<file path="config.mk">
export PLATFORM = sky130hd
export DESIGN_NAME = amp_ph_averager
export DESIGN_NICKNAME = d
export VERILOG_FILES = /design/src/rtl/amp_ph_averager.sv
export SDC_FILE = /design/constraint.sdc
export NUM_CORES = 1
export LEC_CHECK = 0
export ABC_AREA = 1
export CELL_PAD_IN_SITES_DETAIL_PLACEMENT = 0
export CELL_PAD_IN_SITES_GLOBAL_PLACEMENT = 1
export CORE_ASPECT_RATIO = 1.75
export CORE_MARGIN = 2
export CORE_UTILIZATION = 42
export CTS_CLUSTER_DIAMETER = 60
export CTS_CLUSTER_SIZE = 12
export DETAILED_ROUTE_END_ITERATION = 12
export GPL_ROUTABILITY_DRIVEN = 0
export PLACE_DENSITY_LB_ADDON = 0.1
export SYNTH_ARGS = -nofsm -noshare
export SYNTH_HDL_FRONTEND = slang
export SYNTH_SLANG_ARGS = --single-unit
</file>
<file path="constraint.sdc">
create_clock -name clk -period 3.91 [get_ports clk]
set_input_delay 0.5865 -clock clk [delete_from_list [all_inputs] [get_ports clk]]
set_output_delay 0.5865 -clock clk [all_outputs]
set_load 0.01 [all_outputs]
</file>
<file path="src/rtl/amp_ph_averager.sv">
// -----------------------------------------------------------------------------
// amp_ph_averager
//   Block averager for an amplitude/phase detector stream. Every block of
//   N = 2**LOG2_LEN valid samples yields the mean amplitude and the mean
//   per-sample phase increment, which is a frequency estimate. The first
//   valid sample after reset or clear only primes the previous-phase register.
//   Consecutive blocks share phase continuity, so there is no re-prime between
//   blocks.
//
// Parameters
//   DATA_WIDTH  unsigned amplitude width
//   PH_WIDTH    two's-complement phase width (wraps mod 2**PH_WIDTH)
//   LOG2_LEN    log2 of block length, legal 1..8
//
// Ports
//   clk        rising-edge clock
//   reset      asynchronous active-low reset
//   clear      synchronous restart; returns to PRIME and drops any pending result
//   in_amp     amplitude sample
//   in_ph      phase sample
//   in_valid   sample qualifier
//   avg_amp    block mean amplitude (floor)
//   avg_dph    block mean phase increment (floor toward -inf)
//   avg_valid  one-cycle strobe, 1 clock after the Nth accepted sample
//   peak_amp   block maximum amplitude (only with AMP_PEAK_HOLD_EN)
//
// Build option
//   AMP_PEAK_HOLD_EN  adds the peak_amp output and its block-max tracker.
// -----------------------------------------------------------------------------
module amp_ph_averager #(
    parameter int DATA_WIDTH = 16,
    parameter int PH_WIDTH   = 16,
    parameter int LOG2_LEN   = 2
) (
    input  logic                  clk,
    input  logic                  reset,
    input  logic                  clear,
    input  logic [DATA_WIDTH-1:0] in_amp,
    input  logic [PH_WIDTH-1:0]   in_ph,
    input  logic                  in_valid,
    output logic [DATA_WIDTH-1:0] avg_amp,
    output logic [PH_WIDTH-1:0]   avg_dph,
    output logic                  avg_valid
`ifdef AMP_PEAK_HOLD_EN
   ,output logic [DATA_WIDTH-1:0] peak_amp
`endif
);

    localparam int AW = DATA_WIDTH + LOG2_LEN;
    localparam int PW = PH_WIDTH + LOG2_LEN;
    localparam logic [LOG2_LEN-1:0] CNT_LAST = '1;
    localparam logic [LOG2_LEN-1:0] CNT_ONE  = LOG2_LEN'(1);

    typedef enum logic {PRIME, ACCUM} state_t;

    state_t                r_state, w_state_nxt;
    logic [LOG2_LEN-1:0]   r_cnt;
    logic [AW-1:0]         r_amp_sum;
    logic [PW-1:0]         r_dph_sum;
    logic [PH_WIDTH-1:0]   r_prev_ph;
    logic [DATA_WIDTH-1:0] r_avg_amp;
    logic [PH_WIDTH-1:0]   r_avg_dph;
    logic                  r_avg_valid;

    logic [PH_WIDTH-1:0]   w_dph;
    logic [AW-1:0]         w_amp_sum_nxt;
    logic [PW-1:0]         w_dph_sum_nxt;
    logic                  w_prime;
    logic                  w_accept;
    logic                  w_last;

    // Modular subtraction gives the wrapped increment directly; treating it
    // as signed and sign-extending makes a wrap across full scale look small.
    assign w_dph         = in_ph - r_prev_ph;
    assign w_dph_sum_nxt = r_dph_sum + {{LOG2_LEN{w_dph[PH_WIDTH-1]}}, w_dph};
    assign w_amp_sum_nxt = r_amp_sum + {{LOG2_LEN{1'b0}}, in_amp};

    assign w_prime  = in_valid && !clear && (r_state == PRIME);
    assign w_accept = in_valid && !clear && (r_state == ACCUM);
    assign w_last   = (r_cnt == CNT_LAST);

    // ---------------------------------------------------------------- FSM
    always_ff @(posedge clk or negedge reset) begin
        if (!reset) r_state <= PRIME;
        else        r_state <= w_state_nxt;
    end

    always_comb begin
        w_state_nxt = r_state;
        if (clear)        w_state_nxt = PRIME;
        else if (w_prime) w_state_nxt = ACCUM;
    end

    // ----------------------------------------------------------- datapath
    always_ff @(posedge clk or negedge reset) begin
        if (!reset) begin
            r_cnt       <= '0;
            r_amp_sum   <= '0;
            r_dph_sum   <= '0;
            r_prev_ph   <= '0;
            r_avg_amp   <= '0;
            r_avg_dph   <= '0;
            r_avg_valid <= 1'b0;
        end else begin
            r_avg_valid <= 1'b0;
            if (clear) begin
                r_cnt     <= '0;
                r_amp_sum <= '0;
                r_dph_sum <= '0;
            end else if (w_prime) begin
                r_prev_ph <= in_ph;
                r_cnt     <= '0;
                r_amp_sum <= '0;
                r_dph_sum <= '0;
            end else if (w_accept) begin
                r_prev_ph <= in_ph;
                if (w_last) begin
                    // Dropping the low LOG2_LEN bits is the divide by N;
                    // for the two's-complement sum the kept slice equals
                    // an arithmetic shift, i.e. floor toward -inf.
                    r_avg_amp   <= w_amp_sum_nxt[AW-1:LOG2_LEN];
                    r_avg_dph   <= w_dph_sum_nxt[PW-1:LOG2_LEN];
                    r_avg_valid <= 1'b1;
                    r_cnt       <= '0;
                    r_amp_sum   <= '0;
                    r_dph_sum   <= '0;
                end else begin
                    r_cnt     <= r_cnt + CNT_ONE;
                    r_amp_sum <= w_amp_sum_nxt;
                    r_dph_sum <= w_dph_sum_nxt;
                end
            end
        end
    end

    assign avg_amp   = r_avg_amp;
    assign avg_dph   = r_avg_dph;
    assign avg_valid = r_avg_valid;

`ifdef AMP_PEAK_HOLD_EN
    logic [DATA_WIDTH-1:0] r_blk_peak;
    logic [DATA_WIDTH-1:0] r_peak_amp;
    logic [DATA_WIDTH-1:0] w_peak_nxt;

    assign w_peak_nxt = (in_amp > r_blk_peak) ? in_amp : r_blk_peak;

    always_ff @(posedge clk or negedge reset) begin
        if (!reset) begin
            r_blk_peak <= '0;
            r_peak_amp <= '0;
        end else if (clear) begin
            r_blk_peak <= '0;
            r_peak_amp <= '0;
        end else if (w_prime) begin
            r_blk_peak <= '0;
        end else if (w_accept) begin
            if (w_last) begin
                r_peak_amp <= w_peak_nxt;
                r_blk_peak <= '0;
            end else begin
                r_blk_peak <= w_peak_nxt;
            end
        end
    end

    assign peak_amp = r_peak_amp;
`endif

endmodule

</file>
==> flow_metrics.env <==
export IMPL_maxSlewViolCount=0
export IMPL_tightest_slew_ns=0.9603
export IMPL_r2r_end="avg_dph[15]$_DFFE_PN0P_"
export IMPL_hold_path_class="input port to async pin"
export IMPL_cp_data_required_time_ns=4.14
export IMPL_synth_area_sq_um=5879
export IMPL_r2r_cells=20
export IMPL_synth_top_area_cell="dfrtp_1"
export IMPL_fp_row_count=57
export IMPL_initial_core_util_pct=42.71
export IMPL_wl_per_cell_microns=14.87
export IMPL_post_route_period_util_pct=90.54
export IMPL_final_nets=922
export IMPL_cts_sinks=88
export IMPL_post_cts_resized=0
export IMPL_synth_cells=757
export IMPL_max_cap_violations=0
export IMPL_ys_types=42
export IMPL_path_max_fanout=5
export IMPL_crit_type="input port to flop"
export IMPL_peakVddDrop_mv=0.2716
export IMPL_grt_pass1_vias=5416
export IMPL_area_growth_pct=21.17
export IMPL_grt_setup_unrepaired="no"
export IMPL_fillers=1398
export IMPL_antenna_found_initial=0
export IMPL_max_freq_ghz=0.2825
export IMPL_drt_pre_antenna_iters=6
export IMPL_htree_levels=3
export IMPL_async_flop_share_pct=100.0
export IMPL_cp_end_kind="flop"
export IMPL_startpoint_type="input port"
export IMPL_grt_pass1_wl_microns=25540
export IMPL_syn_nets=845
export IMPL_post_place_ws_ns=-0.03073
export IMPL_fp_dieW_microns=93.44
export IMPL_slew_headroom_pct=35.98
export IMPL_final_util_pct=51.76
export IMPL_ant_nets=0
export IMPL_insertion_delay_ns=0.35
export IMPL_drc=0
export IMPL_rrSetupSlack_ns=0.75
export IMPL_chipHeight_microns=160.5
export IMPL_grt_usage_pct=21.57
export IMPL_p_per_area_nw_per_um2=414.0
export IMPL_finalPower_mw=2.950
export IMPL_clk_pin_slew_ns=0.06
export IMPL_final_setup_viol_count=0
export IMPL_drt_initial_drc_count=199
export IMPL_io_pins=69
export IMPL_yosysWarnings=0
export IMPL_num_vias=5200
export IMPL_syn_avg_cell_area_sq_um=7.767
export IMPL_multi_input_area_sq_um=3306
export IMPL_fin_ws_ns=0.3697
export IMPL_regArea_sq_um=2202
export IMPL_dp_hpwl_microns=11470
export IMPL_status="completed"
export IMPL_grt_ovfl_total=0
export IMPL_final_setup_tns_ns=0
export IMPL_cts_setup_buffers=0
export IMPL_synth_top_area_share_pct=37.45
export IMPL_grt_max_degree=75
export IMPL_clockBufferDepth=2
export IMPL_p_leak_nw=3.695
export IMPL_timing_rr_start="r_prev_ph[0]$_DFFE_PN0P_"
export IMPL_cts_buffers=9
export IMPL_cts_root_buf="clkbuf_16"
export IMPL_ys_ff_latch=88
export IMPL_critical_path_arrival_ns=3.77
export IMPL_coreArea_sq_um=13760
export IMPL_yosysSeqAreaShare_pct=37.45
export IMPL_cts_hold_buf=0
export IMPL_wl_microns=15110
export IMPL_synth_edf_count=0
export IMPL_diodes=0
export IMPL_drive_above_1_share_pct=8.343
export IMPL_viasPerCell=5.118
export IMPL_skew_ns=0.008869
export IMPL_finalHoldViolations=0
export IMPL_synth_area_leaders="dfrtp_1 (37%), nand2_1 (15%), ha_1 (10%)"
export IMPL_dieArea_sq_um=15000
export IMPL_cts_tree="yes"
export IMPL_io_buffers=68
export IMPL_min_period_ns=3.540
export IMPL_synth_flop_cell="dfrtp_1"
## final cells by class
type | instances | share of cell area (%)
Clock inverter | 4 | 1.071
Sequential cell | 88 | 30.91
Inverter | 77 | 4.057
Multi-Input combinational cell | 576 | 46.40
Timing Repair Buffer | 82 | 10.99
Tap cell | 177 | 3.109
Clock buffer | 12 | 3.460
## state kept, by name (all words and copies together) (netlist names)
register / flops
r_amp_sum: 18
avg_dph: 16
r_prev_ph: 16
r_state: 1
r_dph_sum: 18
avg_valid: 1
r_cnt: 2
avg_amp: 16
## layout by cell type, fill, tap and decap left out, types with 7 or more instances in the layout
master             n
nand2_1          231
dfrtp_1           88
inv_1             70
clkdlybuf4s50_1   67
ha_1              49
nand3_1           47
a21oi_1           36
nor2_1            34
o21ai_0           34
o21ai_1           21
xor2_1            15
buf_4             15
xnor2_1           14
nand3b_1          14
nand2_2           11
a21o_1             9
clkbuf_16          9
nor3_1             7
## power by group
group	total, mW	switching, mW	internal (mW)
registers	0.999	0.0307	0.968
logic	0.996	0.604	0.392
clock network	0.955	0.374	0.581
## critical path: stages
cell and delay, ns:
clkdlybuf4s50_1 0.46, inv_1 0.05, ha_1 0.22, fa_1 0.41, o21ai_2 0.20, a21oi_2 0.09, inv_2 0.08, nand2_1 0.06
nand2_2 0.07, nand2_1 0.05, nand2_1 0.06, xor2_1 0.14, inv_1 0.05, ha_1 0.32, a21oi_1 0.18, o21ai_1 0.11
a21oi_1 0.13, nand2_1 0.06, nor2_1 0.15, nand3_1 0.12, nand3_1 0.09, nand2_1 0.06
## synth_stat cells, types with 14 or more instances
| master | count |
|---|---|
| ha_1 | 49 |
| nand2_1 | 231 |
| xnor2_1 | 14 |
| nand3b_1 | 14 |
| inv_1 | 70 |
| nand3_1 | 47 |
| dfrtp_1 | 88 |
| nor2_1 | 35 |
| o21ai_0 | 35 |
| o21ai_1 | 20 |
| xor2_1 | 15 |
| a21oi_1 | 36 |
## per-layer routing
layer  track usage [%]  wire (microns)  vias up
met5                 0               0        -
met4             10.36             611        0
met3             2.814             394       35
met2             40.45            8270      100
met1             23.16            5833     2428
li1                  -               -     2637
## worst max path at each step
stage,start,end,slack (ns),cells past startpoint
2_1_floorplan,in_ph[0],avg_dph[15]$_DFFE_PN0P_,0.73,21
3_3_place_gp,in_ph[0],avg_dph[15]$_DFFE_PN0P_,0.06,22
3_5_place_dp,in_ph[0],avg_dph[15]$_DFFE_PN0P_,-0.03,22
4_1_cts,in_ph[0],avg_dph[15]$_DFFE_PN0P_,0.33,22
5_1_grt,in_ph[0],avg_dph[15]$_DFFE_PN0P_,0.04,22
6_report,in_ph[0],avg_dph[15]$_DFFE_PN0P_,0.37,22
## cells by family after synthesis
kind of cell             Yosys count  share of synthesized area (%)
AO/OA/AOI/OAI                    128                          12.85
XOR/XNOR                          29                          4.320
flip-flops                        88                          37.45
AND/OR/NAND/NOR                  367                          27.56
adder cells (fa/ha/maj)           52                          11.45
buffers and inverters             93                          6.363
## per-stage QoR
| step | hold WS, ns | area, sq um | cells |
|---|---|---|---|
| floorplan | 0.2909 | 5879 | 757 |
| global placement | 0.4639 | 6802 | 1000 |
| detailed placement | 0.4639 | 6802 | 1000 |
| CTS | 0.4410 | 7124 | 1016 |
| global route | 0.4923 | 7124 | 1016 |
| finish | 0.3883 | 7124 | 1016 |
Note: power is estimated with default switching activity, not from simulation.
